==> src/rtl/cordic_pkg.sv <==
`default_nettype none
// ============================================================================
// Module      : cordic_pkg
// Description : Shared constants and types for the vectoring-mode CORDIC:
//               arctangent table, pi constants, gain correction factor and
//               the controller state encoding.
// Revision    : 1.0 - initial release
// ============================================================================
package cordic_pkg;

  // Fractional bits the constants below are stored with.
  localparam int CORDIC_FRAC = 20;
  // Angle format of the table and the pi constants: signed 3.20.
  localparam int ANGLE_WIDTH = 23;
  // Table covers every value a 4-bit iteration index can take.
  localparam int ROM_DEPTH = 16;

  typedef logic signed [ANGLE_WIDTH-1:0] angle_t;

  // atan(2^-i) in radians, signed 3.20, rounded to nearest.
  localparam angle_t ATAN_ROM [ROM_DEPTH] = '{
    23'sh0C90FE, 23'sh076B1A, 23'sh03EB6F, 23'sh01FD5C,
    23'sh00FFAB, 23'sh007FF5, 23'sh003FFF, 23'sh002000,
    23'sh001000, 23'sh000800, 23'sh000400, 23'sh000200,
    23'sh000100, 23'sh000080, 23'sh000040, 23'sh000020
  };

  localparam angle_t PI   = 23'sh3243F7;
  localparam angle_t PI_2 = 23'sh1921FB;

  // Reciprocal of the CORDIC gain (0.607253), unsigned 0.20.
  localparam logic [CORDIC_FRAC-1:0] K_INV = 20'h9B74E;

  typedef enum logic [1:0] {
    IDLE = 2'd0,
    ITER = 2'd1,
    GAIN = 2'd2,
    DONE = 2'd3
  } state_t;

endpackage
`default_nettype wire

==> src/rtl/cordic_vectoring_iter_if.sv <==
`default_nettype none
// ============================================================================
// Module      : cordic_vectoring_iter_if
// Description : Multi-cycle custom-instruction handshake (clk_en/start/done)
//               plus operand and result buses of the vectoring CORDIC.
// Revision    : 1.0 - initial release
// ============================================================================
interface cordic_vectoring_iter_if #(
  parameter int DATA_WIDTH = 22
);

  logic                         clk_en;
  logic                         start;
  logic signed [DATA_WIDTH-1:0] x_in;
  logic signed [DATA_WIDTH-1:0] y_in;
  logic signed [DATA_WIDTH:0]   angle;
  logic        [DATA_WIDTH+1:0] magnitude;
  logic                         done;
  logic                         busy;

  // Processor side: issues the instruction and collects the result.
  modport master (
    output clk_en, start, x_in, y_in,
    input  angle, magnitude, done, busy
  );

  // CORDIC side.
  modport slave (
    input  clk_en, start, x_in, y_in,
    output angle, magnitude, done, busy
  );

endinterface
`default_nettype wire

==> src/rtl/cordic_vec_stage.sv <==
`default_nettype none
// ============================================================================
// Module      : cordic_vec_stage
// Description : One combinational vectoring micro-rotation. Rotates (x, y)
//               toward the positive x axis by atan(2^-i) and accumulates the
//               rotated angle into z.
// Revision    : 1.0 - initial release
// ============================================================================
module cordic_vec_stage
  import cordic_pkg::*;
#(
  parameter int DATA_WIDTH = 22,
  parameter int FRAC_WIDTH = 20,
  parameter int ITER_WIDTH = 4
) (
  input  logic signed [DATA_WIDTH+1:0] i_x,
  input  logic signed [DATA_WIDTH+1:0] i_y,
  input  logic signed [DATA_WIDTH:0]   i_z,
  input  logic        [ITER_WIDTH-1:0] i_iter,
  output logic signed [DATA_WIDTH+1:0] o_x,
  output logic signed [DATA_WIDTH+1:0] o_y,
  output logic signed [DATA_WIDTH:0]   o_z
);

  logic signed [DATA_WIDTH+1:0] w_x_sh;
  logic signed [DATA_WIDTH+1:0] w_y_sh;
  logic signed [DATA_WIDTH:0]   w_atan;

  assign w_x_sh = i_x >>> i_iter;
  assign w_y_sh = i_y >>> i_iter;
  // Table is stored at CORDIC_FRAC bits; realign when the ports carry fewer.
  assign w_atan = (DATA_WIDTH+1)'(ATAN_ROM[i_iter] >>> (CORDIC_FRAC - FRAC_WIDTH));

  // y below the axis rotates counter-clockwise (d=+1), otherwise clockwise;
  // sums wrap in the register width since the worst-case growth fits.
  always_comb begin
    o_x = i_x;
    o_y = i_y;
    o_z = i_z;
    if (i_y[DATA_WIDTH+1]) begin
      o_x = i_x - w_y_sh;
      o_y = i_y + w_x_sh;
      o_z = i_z - w_atan;
    end else begin
      o_x = i_x + w_y_sh;
      o_y = i_y - w_x_sh;
      o_z = i_z + w_atan;
    end
  end

endmodule
`default_nettype wire

==> src/rtl/cordic_vectoring_iter.sv <==
`default_nettype none
// ============================================================================
// Module      : cordic_vectoring_iter
// Description : Iterative vectoring-mode CORDIC returning atan2(y, x) (3.20)
//               and magnitude (4.20), one micro-rotation per clock, behind
//               the clk_en/start/done custom-instruction handshake.
//               Build option CORDIC_VEC_GAIN_COMP_EN adds a GAIN state that
//               scales the magnitude by 1/K so it carries the true length.
// Revision    : 1.0 - initial release
// ============================================================================
module cordic_vectoring_iter
  import cordic_pkg::*;
#(
  parameter int DATA_WIDTH   = 22,
  parameter int FRAC_WIDTH   = 20,
  parameter int CORDIC_DEPTH = 15,
  parameter int ITER_WIDTH   = 4
) (
  input  logic                    clk,
  input  logic                    rst,
  cordic_vectoring_iter_if.slave  bus
);

  localparam int XW = DATA_WIDTH + 2;
  localparam int ZW = DATA_WIDTH + 1;
  localparam logic signed [ZW-1:0] c_pi_2 = ZW'(PI_2 >>> (CORDIC_FRAC - FRAC_WIDTH));
  localparam logic [ITER_WIDTH-1:0] c_last_iter = ITER_WIDTH'(CORDIC_DEPTH - 1);

  state_t                  r_state, w_state_n;
  logic signed [XW-1:0]    r_x, w_x_n;
  logic signed [XW-1:0]    r_y, w_y_n;
  logic signed [ZW-1:0]    r_z, w_z_n;
  logic [ITER_WIDTH-1:0]   r_i, w_i_n;
  logic                    r_zero, w_zero_n;
  logic signed [ZW-1:0]    r_angle, w_angle_n;
  logic [XW-1:0]           r_mag, w_mag_n;
  logic                    r_done, w_done_n;
  logic                    r_busy, w_busy_n;

  logic signed [XW-1:0]    w_x_ext, w_y_ext;
  logic signed [XW-1:0]    w_pre_x, w_pre_y;
  logic signed [ZW-1:0]    w_pre_z;
  logic signed [XW-1:0]    w_rot_x, w_rot_y;
  logic signed [ZW-1:0]    w_rot_z;

  assign w_x_ext = {{2{bus.x_in[DATA_WIDTH-1]}}, bus.x_in};
  assign w_y_ext = {{2{bus.y_in[DATA_WIDTH-1]}}, bus.y_in};

  // Quadrant pre-rotation by +/-90 degrees brings the vector into the right
  // half-plane, where the micro-rotations converge.
  always_comb begin
    w_pre_x = w_x_ext;
    w_pre_y = w_y_ext;
    w_pre_z = '0;
    if (w_x_ext[XW-1]) begin
      if (!w_y_ext[XW-1]) begin
        w_pre_x = w_y_ext;
        w_pre_y = -w_x_ext;
        w_pre_z = c_pi_2;
      end else begin
        w_pre_x = -w_y_ext;
        w_pre_y = w_x_ext;
        w_pre_z = -c_pi_2;
      end
    end
  end

  cordic_vec_stage #(
    .DATA_WIDTH (DATA_WIDTH),
    .FRAC_WIDTH (FRAC_WIDTH),
    .ITER_WIDTH (ITER_WIDTH)
  ) u_stage (
    .i_x    (r_x),
    .i_y    (r_y),
    .i_z    (r_z),
    .i_iter (r_i),
    .o_x    (w_rot_x),
    .o_y    (w_rot_y),
    .o_z    (w_rot_z)
  );

`ifdef CORDIC_VEC_GAIN_COMP_EN
  logic signed [XW+CORDIC_FRAC:0] w_gain_full;
  logic signed [XW-1:0]           w_gain_x;
  assign w_gain_full = r_x * $signed({1'b0, K_INV});
  // Truncate the 4.40 product back to 4.20.
  assign w_gain_x    = w_gain_full[CORDIC_FRAC +: XW];
`endif

  // Controller: next state and next register values; everything holds
  // unless a state explicitly updates it, and done defaults to low.
  always_comb begin
    w_state_n = r_state;
    w_x_n     = r_x;
    w_y_n     = r_y;
    w_z_n     = r_z;
    w_i_n     = r_i;
    w_zero_n  = r_zero;
    w_angle_n = r_angle;
    w_mag_n   = r_mag;
    w_done_n  = 1'b0;
    w_busy_n  = r_busy;
    case (r_state)
      IDLE: begin
        if (bus.clk_en && bus.start) begin
          w_x_n     = w_pre_x;
          w_y_n     = w_pre_y;
          w_z_n     = w_pre_z;
          w_i_n     = '0;
          w_zero_n  = (w_x_ext == '0) && (w_y_ext == '0);
          w_busy_n  = 1'b1;
          w_state_n = ITER;
        end
      end
      ITER: begin
        if (!bus.clk_en) begin
          w_busy_n  = 1'b0;
          w_state_n = IDLE;
        end else begin
          w_x_n = w_rot_x;
          w_y_n = w_rot_y;
          w_z_n = w_rot_z;
          if (r_i == c_last_iter) begin
`ifdef CORDIC_VEC_GAIN_COMP_EN
            w_state_n = GAIN;
`else
            w_state_n = DONE;
`endif
          end else begin
            w_i_n = r_i + 1'b1;
          end
        end
      end
`ifdef CORDIC_VEC_GAIN_COMP_EN
      GAIN: begin
        if (!bus.clk_en) begin
          w_busy_n  = 1'b0;
          w_state_n = IDLE;
        end else begin
          w_x_n     = w_gain_x;
          w_state_n = DONE;
        end
      end
`endif
      DONE: begin
        if (bus.clk_en) begin
          // A zero vector never steers d, so z would collect the whole
          // table; its angle is defined as 0 instead.
          w_angle_n = r_zero ? '0 : r_z;
          w_mag_n   = r_x;
          w_done_n  = 1'b1;
        end
        w_busy_n  = 1'b0;
        w_state_n = IDLE;
      end
      default: begin
        w_busy_n  = 1'b0;
        w_state_n = IDLE;
      end
    endcase
  end

  // State, datapath and result registers; rst clears everything.
  always_ff @(posedge clk) begin
    if (rst) begin
      r_state <= IDLE;
      r_x     <= '0;
      r_y     <= '0;
      r_z     <= '0;
      r_i     <= '0;
      r_zero  <= 1'b0;
      r_angle <= '0;
      r_mag   <= '0;
      r_done  <= 1'b0;
      r_busy  <= 1'b0;
    end else begin
      r_state <= w_state_n;
      r_x     <= w_x_n;
      r_y     <= w_y_n;
      r_z     <= w_z_n;
      r_i     <= w_i_n;
      r_zero  <= w_zero_n;
      r_angle <= w_angle_n;
      r_mag   <= w_mag_n;
      r_done  <= w_done_n;
      r_busy  <= w_busy_n;
    end
  end

  assign bus.angle     = r_angle;
  assign bus.magnitude = r_mag;
  assign bus.done      = r_done;
  assign bus.busy      = r_busy;

endmodule
`default_nettype wire

==> src/flat_wrapper.sv <==
// flat-port wrapper written by rule: the top's interface ports become plain ports
module cordic_vectoring_iter_flat import cordic_pkg::*;
#(
  parameter int DATA_WIDTH   = 22,
  parameter int FRAC_WIDTH   = 20,
  parameter int CORDIC_DEPTH = 15,
  parameter int ITER_WIDTH   = 4
)
  (clk, rst, bus_clk_en, bus_start, bus_x_in, bus_y_in, bus_angle, bus_magnitude, bus_done, bus_busy);
  cordic_vectoring_iter_if #(.DATA_WIDTH(DATA_WIDTH)) bus_i ();
  input  logic clk;
  input  logic rst;
  input wire logic [$bits(bus_i.clk_en)-1:0] bus_clk_en;
  input wire logic [$bits(bus_i.start)-1:0] bus_start;
  input wire logic [$bits(bus_i.x_in)-1:0] bus_x_in;
  input wire logic [$bits(bus_i.y_in)-1:0] bus_y_in;
  output wire logic [$bits(bus_i.angle)-1:0] bus_angle;
  output wire logic [$bits(bus_i.magnitude)-1:0] bus_magnitude;
  output wire logic [$bits(bus_i.done)-1:0] bus_done;
  output wire logic [$bits(bus_i.busy)-1:0] bus_busy;
  assign bus_i.clk_en = bus_clk_en;
  assign bus_i.start = bus_start;
  assign bus_i.x_in = bus_x_in;
  assign bus_i.y_in = bus_y_in;
  assign bus_angle = bus_i.angle;
  assign bus_magnitude = bus_i.magnitude;
  assign bus_done = bus_i.done;
  assign bus_busy = bus_i.busy;
  cordic_vectoring_iter #(.DATA_WIDTH(DATA_WIDTH), .FRAC_WIDTH(FRAC_WIDTH), .CORDIC_DEPTH(CORDIC_DEPTH), .ITER_WIDTH(ITER_WIDTH)) u_core (.clk(clk), .rst(rst), .bus(bus_i));
endmodule
==> config.mk <==
export PLATFORM = sky130hd
export DESIGN_NAME = cordic_vectoring_iter_flat
export DESIGN_NICKNAME = d
export VERILOG_FILES = /design/src/rtl/cordic_pkg.sv /design/src/rtl/cordic_vectoring_iter_if.sv /design/src/rtl/cordic_vec_stage.sv /design/src/rtl/cordic_vectoring_iter.sv /design/src/flat_wrapper.sv
export SDC_FILE = /design/constraint.sdc
export NUM_CORES = 1
export LEC_CHECK = 0
export BUFFER_PORTS_ARGS = -buffer_cell sky130_fd_sc_hd__buf_4
export CAP_MARGIN = 20
export CELL_PAD_IN_SITES_DETAIL_PLACEMENT = 1
export CELL_PAD_IN_SITES_GLOBAL_PLACEMENT = 2
export CORE_ASPECT_RATIO = 2
export CORE_MARGIN = 3
export CORE_UTILIZATION = 37
export CTS_CLUSTER_DIAMETER = 100
export DETAILED_ROUTE_END_ITERATION = 10
export PLACE_DENSITY = 0.81
export SLEW_MARGIN = 10
export SYNTH_ARGS = -nofsm -noshare
export SYNTH_HDL_FRONTEND = slang
export SYNTH_SLANG_ARGS = --single-unit
==> constraint.sdc <==
create_clock -name clk -period 6 [get_ports clk]
set_clock_uncertainty 0.1 [all_clocks]
set_input_delay 0.6 -clock clk [delete_from_list [all_inputs] [get_ports clk]]
set_output_delay 0.6 -clock clk [all_outputs]
set_load 0.01 [all_outputs]
# After elaboration in Yosys (flattened, before gate mapping)
# Memories as Yosys holds them, arrays and structs flattened.
# Cells that the tools add are included.
[classes]
add_sub_neg = 9
order_cmp = 1
n_eq_ne = 8
shifts = 2
n_mux = 33
bitwise = 2
reduce_logical = 13
[ops]
columns = ["op", "count"]
rows = [
  ["24-bit 2-to-1 mux", 10],
  ["23-bit 2-to-1 mux", 8],
  ["24-bit case mux with 2 select lines", 2],
  ["24-bit adder", 2],
  ["24-bit zero test", 2],
  ["22-bit negator with 24-bit output", 2],
  ["24-bit by 4-bit >>> shifter with 24-bit output", 2],
  ["24-bit subtractor", 2],
  ["23-bit case mux with 2 select lines", 1],
  ["23-bit adder", 1],
  ["23-bit subtractor", 1],
  ["4-bit 2-to-1 mux", 3],
  ["4-bit case mux with 2 select lines", 1],
  ["2-bit AND reduction", 4],
  ["2-bit 2-to-1 mux", 3],
  ["2-bit != test, second input constant", 3],
  ["5-bit >= comparator, second input constant", 1],
  ["4-bit NOT with 5-bit output", 1],
  ["4-bit by 1-bit adder with 4-bit output, second input constant", 1],
  ["4-bit equality test, second input constant", 1],
  ["2-bit case mux with 2 select lines", 1],
  ["4-bit AND reduction", 1],
  ["1-bit 2-to-1 mux", 3],
  ["3-bit by 2-bit != test with 1-bit output, second input constant", 1],
  ["other kinds (10)", 11],
]
[word_totals]
reg_bits = 127
mem_bits_ro = 368
output_inout_bits = 49
wordCells = 79
memories = 1
[mem_list]
columns = ["name", "depth", "width", "rd", "rd_clocked_by_memory_dff", "write_ports", "line", "text"]
rows = [
  ["(name not given)", 16, 23, 1, 0, 0, "cordic_vec_stage.sv:32", "assign w_atan = (DATA_WIDTH+1)'(ATAN_ROM[i_iter] >>> (CORDIC_FRAC - FRAC_WIDTH));"],
]

# Depth between registers and ports, before layout
# Gate-level depths: netlist (run 1).
[logic_depth]
word_depth = 8
ltp_mapped = 25
ltp_nobuf = 22

# Cells and area by module
# From an unflattened synthesis (run 1), not the netlist that was laid out.
[unflattened]
cells_unflattened = 1830
hier_area_um2 = 14118.5
[modules_own_cells]
columns = ["mod", "instances", "cells_per_inst", "area_per_inst_um2"]
rows = [
  ["cordic_vec_stage", 1, 1039, 7908.8],
  ["cordic_vectoring_iter", 1, 791, 6209.7],
]

# Worst setup path after synthesis (run 1)
# No wires, ideal clock.
[synth_timing]
path_kind = "reg2reg"
start = "reg u_core.r_i[3]"
end = "reg u_core.r_x[16]"
setup_time_ns = 0.132
arrival_ns = 5.008
required_ns = 5.768
setup_slack_ns = 0.760
path_stages_with_launch = 22
n_path_buf = 7
period_less_slack_ns = 5.240
path_cell_list = "dfxtp_1 -> clkbuf_1 -> clkbuf_1 -> clkbuf_1 -> buf_1 -> clkbuf_1 -> buf_1 -> clkbuf_1 -> o21ai_0 -> ha_1 -> nor2b_1 -> a31oi_1 -> fa_1 -> a21o_1 -> a21boi_0 -> o31ai_1 -> o221a_2 -> a221oi_1 -> o21ai_0 -> xor2_1 -> a211oi_1 -> nor3_1"
[synth_via]
elab_chain_len = 5
elab_cells_between_ends = 6
[synth_lines]
columns = ["element", "line", "text"]
rows = [
  ["start, declared", "cordic_vectoring_iter.sv:33", "logic [ITER_WIDTH-1:0] r_i, w_i_n;"],
  ["start signal, assigned", "cordic_vectoring_iter.sv:181", "r_i <= w_i_n;"],
  ["24-bit by 4-bit >>> shifter with 24-bit output (*)", "cordic_vec_stage.sv:30", "assign w_y_sh = i_y >>> i_iter;"],
  ["24-bit adder or 24-bit subtractor (tied branches)", "cordic_vec_stage.sv:45, cordic_vec_stage.sv:41", ""],
  ["24-bit 2-to-1 mux (*)", "cordic_vec_stage.sv:40", "if (i_y[DATA_WIDTH+1]) begin"],
  ["24-bit 2-to-1 mux (*)", "cordic_vectoring_iter.sv:116", "if (!bus.clk_en) begin"],
  ["24-bit case mux with 2 select lines (*)", "cordic_vectoring_iter.sv:103", "case (r_state)"],
  ["end signal, assigned", "cordic_vectoring_iter.sv:178", "r_x <= w_x_n;"],
  ["end, declared", "cordic_vectoring_iter.sv:30", "logic signed [XW-1:0] r_x, w_x_n;"],
]
# Every way passes the cells marked *; elsewhere a longest branch is shown, timed or not. The select of a mux whose other input is x is not followed.
# A chain may end at the register's enable or synchronous reset.

# Worst setup path after layout (run 1)
[layout_timing]
start = "reg u_core.r_i[1]"
end = "reg u_core.r_x[20]"
# The elaborated chain is that of the path after synthesis.

==> reports/qor.yml, run 1 <==
r2r-end: "u_core.r_x[20]"
die_y_um: 277.0
hold_end: "u_core.bus.magnitude[5]"
setup.reg_to_reg.worst_slack_ns: 0.43
ys_types: 77
synthFlopType: "dfxtp_1"
area_growth_pct: 14.49
p_per_area_nw_per_um2: 245.5
period_minus_slack_ns: 5.574
fp-row-count: 98
critPathRequiredTime_ns: 6.24
clk_latency_ns: 0.46
path_clk_slew_ns: 0.07
grt_pass1_wl_mm: 88.90
synth_warnings: 0
cts_resized: 0
grt.total_usage_pct: 29.57
clockBufferDepth: 2
cts_tree: "built"
core_area_um2: 36050
slew-limit-headroom_pct: 26.14
post_cts_buffers: 0
avgSynthCellArea_um2: 7.699
finalMaxSlewViolations: 0
postSynthCellCount: 1765
yosys_register_bits: 127
place_congestion: 0.9905
worst-path-max-fanout: 33
path_cells: "mux4_1, mux4_2, a211o_1, a211oi_4, and2_1, a21oi_1, xnor2_1, ha_1, a21o_1, a21o_1, a31o_2, a311oi_1, a21bo_2, a211oi_1, xnor2_1, a211oi_1, nor3_1"
yosysTopAreaCell: "dfxtp_1"
cts_made_buffers: 17
yosysSeqAreaShare_pct: 18.71
syn_nets: 1904
min_path_type: "reg2reg"
rsz0062_at_grt: "false"
p_leak_nw: 6.312
die_area_um2: 39200
tightest_slew_ns: 1.098
htree_levels: 4
crit_type: "reg2reg"
cts.sinks: 127
overflow: 0
antenna_found_initial: 0
vias: 14387
root_buffer: "clkbuf_16"
synth_area_leaders: "dfxtp_1, ha_1, xnor2_1, a21oi_1, mux4_2"
crit_path_end_kind: "flip-flop"
syn_area_um2: 13590
fin_nets: 1969
hp-start: "u_core.bus.magnitude[5]"
worstPathArrival_ns: 5.81
vias_per_cell: 6.274
firstDrtPassIters: 7
grt_max_degree: 87
routed_wl_mm: 58.89
timing.fmax_ghz: 0.1794
rr_worst_depth: 17
setup_tns_ns: 0
drtAntennaViolNets: 0
final_layout_size_suffix_gt1_share_pct: 15.41
setup_viol: 0
hold_viol: 0
critical_path.startpoint_type: "flip-flop"
wire_per_inst_um: 25.68
grt_pass1_vias: 15172
finalCoreUtilization_pct: 43.16
dp_hpwl_mm: 46.62
drc: 0
min_path_cells: 2
die_width_um: 141.5
final.period_utilization_pct: 92.90
cpPeakStageDelay_ns: 0.68
crit_slowest_cell: "dfxtp_4"
antennaDiodeCount: 0
drv_cap: 0
cts.hold.buffers_added: 0
synth_top_cell_area_share_pct: 18.71
start_util_pct: 37.69
r2r_start: "u_core.r_i[1]"
port_buffers: 96
synth_edf_count: 0
status: "complete, no violations"
drt_first_iter_violations: 612
async_reset_ff_share_pct: 0
peakVddDrop_mv: 0.2529
ioPinCount: 97
==> state kept, by name, indices dropped and copies added, names as in the netlist <==
| name | flops |
|---|---|
| u_core.r_y | 24 |
| u_core.r_i | 4 |
| u_core.r_z | 23 |
| u_core.bus.magnitude | 24 |
| u_core.bus.angle | 23 |
| u_core.bus.busy | 1 |
| u_core.r_x | 24 |
| u_core.r_state | 2 |
| u_core.bus.done | 1 |
| u_core.r_zero | 1 |
==> critical path, delay by kind of cell, from the launching register on <==
family,cells,cell delay (ns)
adder cells (fa/ha/maj),1,0.34
XOR/XNOR,2,0.26
flip-flops,1,0.68
AO/OA/AOI/OAI,10,2.55
multiplexers,2,1.20
AND/OR/NAND/NOR,2,0.30
==> synth_stat cells (18+ instances only) <==
cell / number
dfxtp_1: 127
ha_1: 88
o21ai_0: 86
xor2_1: 47
mux2_2: 28
a211oi_1: 68
nor3_1: 88
nand3_1: 32
nand2_1: 151
a22o_1: 26
nor2b_1: 19
buf_1: 18
clkbuf_1: 77
mux4_2: 34
inv_1: 42
mux2i_1: 51
nor2_1: 190
a21oi_1: 159
xnor2_1: 97
a21o_1: 31
a31oi_1: 31
==> layer usage <==
metal  wire length [um]  GRT usage [%]  vias up
li1                   -              -     6668
met5                  0              0        -
met3               2118          3.404      233
met4               6020          25.74        0
met1              19800          28.20     7021
met2              30950          54.43      465
==> worst max-delay path by stage <==
stage,end,startpoint,cells past startpoint,slack (ns)
floorplan,u_core.r_x[16],u_core.r_i[3],21,0.76
global placement,u_core.r_x[22],u_core.r_i[1],17,0.51
detailed placement,u_core.r_x[20],u_core.r_i[1],17,0.46
CTS,u_core.r_x[20],u_core.r_i[1],17,0.44
global route,u_core.r_y[21],u_core.r_i[2],19,0.09
finish,u_core.r_x[20],u_core.r_i[1],17,0.43
==> cells in the final DEF (no fill, tap or decap), types with 7 or more instances in the layout <==
master	instances
o22ai_1	13
nand3b_1	7
nand2_1	151
ha_1	88
dfxtp_1	122
nor2_1	189
xnor2_1	97
mux4_2	34
nor2b_1	19
nand2b_1	14
or2_2	9
a31oi_1	31
o21a_1	7
and2_1	14
o31ai_1	9
a21o_1	31
a21oi_1	158
and3_1	13
nand3_1	32
buf_4	156
clkbuf_16	17
xor2_1	47
a22o_1	26
a211oi_1	68
a311oi_1	14
nor3_1	87
o211ai_1	16
or3_1	14
o21ai_0	85
nand4_1	7
o21bai_1	13
a22oi_1	13
mux2_2	28
inv_1	42
mux2i_1	51
==> per-stage QoR <==
step | power [mW] | setup slack, ns | cells | hold WS [ns] | cell area (um2)
after floorplan | 2.162 | 0.7605 | 1765 | 0.3468 | 13590
after global placement | 2.675 | 0.5128 | 2260 | 0.3447 | 14940
after detailed placement | 2.714 | 0.4566 | 2260 | 0.3509 | 14940
after CTS | 3.842 | 0.4444 | 2292 | 0.3600 | 15540
after global routing | 4.049 | 0.08503 | 2293 | 0.3859 | 15560
final | 3.820 | 0.4262 | 2293 | 0.3588 | 15560
==> where the power goes <==
part,internal [mW],switching [mW],total (mW)
logic,0.704,1.03,1.73
registers,0.886,0.0970,0.983
clock network,0.627,0.478,1.11
==> cells by family (layout without fill, tap and decap cells) <==
| kind of cell | after synthesis | in the layout | share of synthesized area [%] |
|---|---|---|---|
| xor+xnor | 144 | 144 | 9.282 |
| mux | 117 | 117 | 12.49 |
| fa+ha+maj | 91 | 91 | 8.545 |
| flops | 127 | 127 | 18.71 |
| compound gates | 544 | 544 | 26.16 |
| simple gates | 585 | 585 | 20.18 |
| buf+inv | 157 | 235 | 4.632 |
==> area by class of cell <==
cell class              count  area (um2)
fillers                  4425       20490
flip-flops and latches    127        2551
multi-input cells        1481       10450
clock buffers              18       429.2
repair buffers            159        1226
clock inverters            14       171.4
inverters                  44       165.2
well taps                 450       563.0
Power figures use the tool's default switching activity.
==> inputs of run 2 (changes only) <==
--- a/config.mk
+++ b/config.mk
@@ -5,16 +5,17 @@
 export SDC_FILE = /design/constraint.sdc
 export NUM_CORES = 1
 export LEC_CHECK = 0
+export ABC_AREA = 1
 export BUFFER_PORTS_ARGS = -buffer_cell sky130_fd_sc_hd__buf_4
 export CAP_MARGIN = 20
 export CELL_PAD_IN_SITES_DETAIL_PLACEMENT = 1
 export CELL_PAD_IN_SITES_GLOBAL_PLACEMENT = 2
 export CORE_ASPECT_RATIO = 2
 export CORE_MARGIN = 3
-export CORE_UTILIZATION = 37
+export CORE_UTILIZATION = 34
 export CTS_CLUSTER_DIAMETER = 100
 export DETAILED_ROUTE_END_ITERATION = 10
-export PLACE_DENSITY = 0.81
+export PLACE_DENSITY = 0.82
 export SLEW_MARGIN = 10
 export SYNTH_ARGS = -nofsm -noshare
 export SYNTH_HDL_FRONTEND = slang
==> run 2 against run 1 <==
  * Cell area increased by 0.19%
  * Combinational power increased by 26%
  * Via count increased by 13%
  * Clock power about the same
  * Critical endpoint is now u_core.r_y[18]
  * Largest power group unchanged
==> reports/qor.yml, run 2 <==
period_minus_slack_ns: 5.093
synth_warnings: 0
peakVddDrop_mv: 0.1930
synthTopCellsByCount: "nand2_1, nand3_1, a21oi_1"
vias_per_cell: 5.639
post_cts_buffers: 0
path_cells: "nor2_1, buf_4, inv_1, nor2_1, nand2_1, nand2_1, nor2_2, nand2_1, nor2_4, nand2_1, nand2_1, xor2_1, inv_1, ha_1, nand2_1, o21ai_0, a21oi_1, o21bai_1, a21oi_1, o21ai_0, nand3_1, o211ai_1, inv_1"
dp_hpwl_mm: 52.70
power_mw: 4.279
postSynthCellCount: 2307
worst-path-max-fanout: 13
final_layout_size_suffix_gt1_share_pct: 9.877
setup_viol: 0
internal_power_mw: 2.151
synth_most_common_cell: "nand2_1"
antenna_found_initial: 0
hold_viol: 0
critPathRequiredTime_ns: 6.25
synthFlopType: "dfxtp_1"
start_util_pct: 34.49
p_leak_nw: 7.447
syn_area_um2: 13910
finalMaxSlewViolations: 0
yosysSeqAreaShare_pct: 18.28
status: "complete, no violations"
avgSynthCellArea_um2: 6.030
cpPeakStageDelay_ns: 0.73
cp.buffers_inverters: 4
area_growth_pct: 12.03
grt_pass1_vias: 17093
power.share.combinational_pct: 50.9
setup_ws_ns: 0.9074
slew-limit-headroom_pct: 23.48
crit_path_end_kind: "flip-flop"
clockBufferDepth: 2
place_congestion: 0.9357
fill_cells: 5446
cts.hold.buffers_added: 0
setup_tns_ns: 0
drt_first_iter_violations: 527
core_area_um2: 40340
final.period_utilization_pct: 84.88
async_reset_ff_share_pct: 0
hp-start: "u_core.r_zero"
drc: 0
pre_cts_ws_ns: 1.003
swShare_pct: 49.74
r2r_start: "u_core.r_i[2]"
overflow: 0
grt.total_usage_pct: 29.78
path_common_cell: "nand2_1"
grt_max_degree: 94
fin_nets: 2475
synth_area_leaders: "dfxtp_1, nand2_1, nand3_1, a21oi_1, ha_1"
die_width_um: 149.0
die_area_um2: 43530
routed_wl_mm: 66.10
drtAntennaViolNets: 0
port_buffers: 96
wire_per_inst_um: 22.96
most-common-layout-cells: "nand2_1, nand3_1, a21oi_1"
ys_types: 59
rsz0062_at_grt: "false"
tightest_slew_ns: 1.136
crit_type: "reg2reg"
final_common_cell: "nand2_1"
fp-row-count: 104
cts_tree: "built"
clock_power_share_pct: 25.8
worstPathArrival_ns: 5.35
syn_nets: 2446
firstDrtPassIters: 4
die_y_um: 292.1
synth_edf_count: 0
critical_path.startpoint_type: "flip-flop"
htree_levels: 4
p_sw_mw: 2.128
cts_made_buffers: 17
timing.fmax_ghz: 0.1964
crit_family: "compound AO/OA/AOI/OAI gates"
root_buffer: "clkbuf_16"
ioPinCount: 97
path_clk_slew_ns: 0.07
crit_start: "u_core.r_i[2]"
synth_top_cell_area_share_pct: 18.28
cts_resized: 0
yosysTopAreaCell: "dfxtp_1"
min_path_type: "reg2reg"
drv_cap: 0
grt_pass1_wl_mm: 99.12
antennaDiodeCount: 0
crit_slowest_cell: "o21ai_0"
finalCoreUtilization_pct: 38.64
cts.sinks: 127
seqPwrFrac_pct: 23.3
clk_latency_ns: 0.47
yosys_register_bits: 127
vias: 16235
p_per_area_nw_per_um2: 274.6
==> run 2: cell types whose count changed in the layout (fill, tap and decap cells not counted), moves of 51 or more <==
cell,before,now
mux2i_1,51,0
o21ai_0,85,197
nand2_1,151,529
a21oi_1,158,224
inv_1,42,195
xnor2_1,97,33
a211oi_1,68,5
nor3_1,87,29
nand3_1,32,243
==> run 2: path summary, 6_finish.rpt <==
check / to / slack [ns] / cells past startpoint
setup / recovery: u_core.r_y[18] / 0.91 / 23
hold / removal: u_core.bus.angle[22] / 0.36 / 1
setup reg to reg: u_core.r_y[18] / 0.91 / 23
hold reg to reg: u_core.bus.angle[22] / 0.36 / 1
==> run 2: worst register-to-register path: cells and delay by family, from the launching register on <==
kind	cells	cell delay, ns
AOI/OAI and AO/OA	6	1.53
and+or+nand+nor	11	1.41
DFF	1	0.67
buffers and inverters	4	0.67
adders and majority gates	1	0.31
xor gates and xnor gates	1	0.28
==> run 2: final cells by class <==
class / instances / area, um2 / area share (%)
multi-input combinational: 1863 / 10100 / 64.80
sequential: 127 / 2546 / 16.34
timing repair buffer: 120 / 900.9 / 5.780
inverter: 207 / 780.7 / 5.009
tap: 530 / 663.1 / 4.255
clock buffer: 17 / 425.4 / 2.729
clock inverter: 15 / 170.2 / 1.092
==> run 2: per-stage QoR <==
step	cells	hold slack, ns	instance area [um2]
4_1_cts	2879	0.3638	15590
3_5_place_dp	2847	0.3604	14990
2_1_floorplan	2307	0.3402	13910
3_3_place_gp	2847	0.3484	14990
6_report	2879	0.3635	15590
5_1_grt	2879	0.3819	15590
==> run 2: logic make-up (layout without fill, tap and decap cells) <==
logic type	Yosys count	count (layout)	synth area share, %
AOI/OAI and AO/OA	567	567	23.27
and+or+nand+nor	1106	1106	34.59
DFF	127	127	18.28
xor gates and xnor gates	99	99	6.287
adders and majority gates	91	91	8.346
buffers and inverters	317	359	9.237
==> run 2: per-layer routing <==
layer / GRT usage (%) / share of wire (%)
met1: 27.34 / 34
met2: 57.95 / 54
met3: 2.702 / 2.5
met4: 23.40 / 9.6
met5: 0 / 0
==> run 2: power groups by stage <==
stage | Sequential, mW | Clock, mW | Combinational [mW]
after floorplan | 0.947 | 0 | 1.53
after global placement | 1.01 | 0 | 2.13
after detailed placement | 1.01 | 0 | 2.16
after CTS | 0.996 | 1.13 | 2.18
after global routing | 0.998 | 1.15 | 2.40
final | 0.999 | 1.10 | 2.18
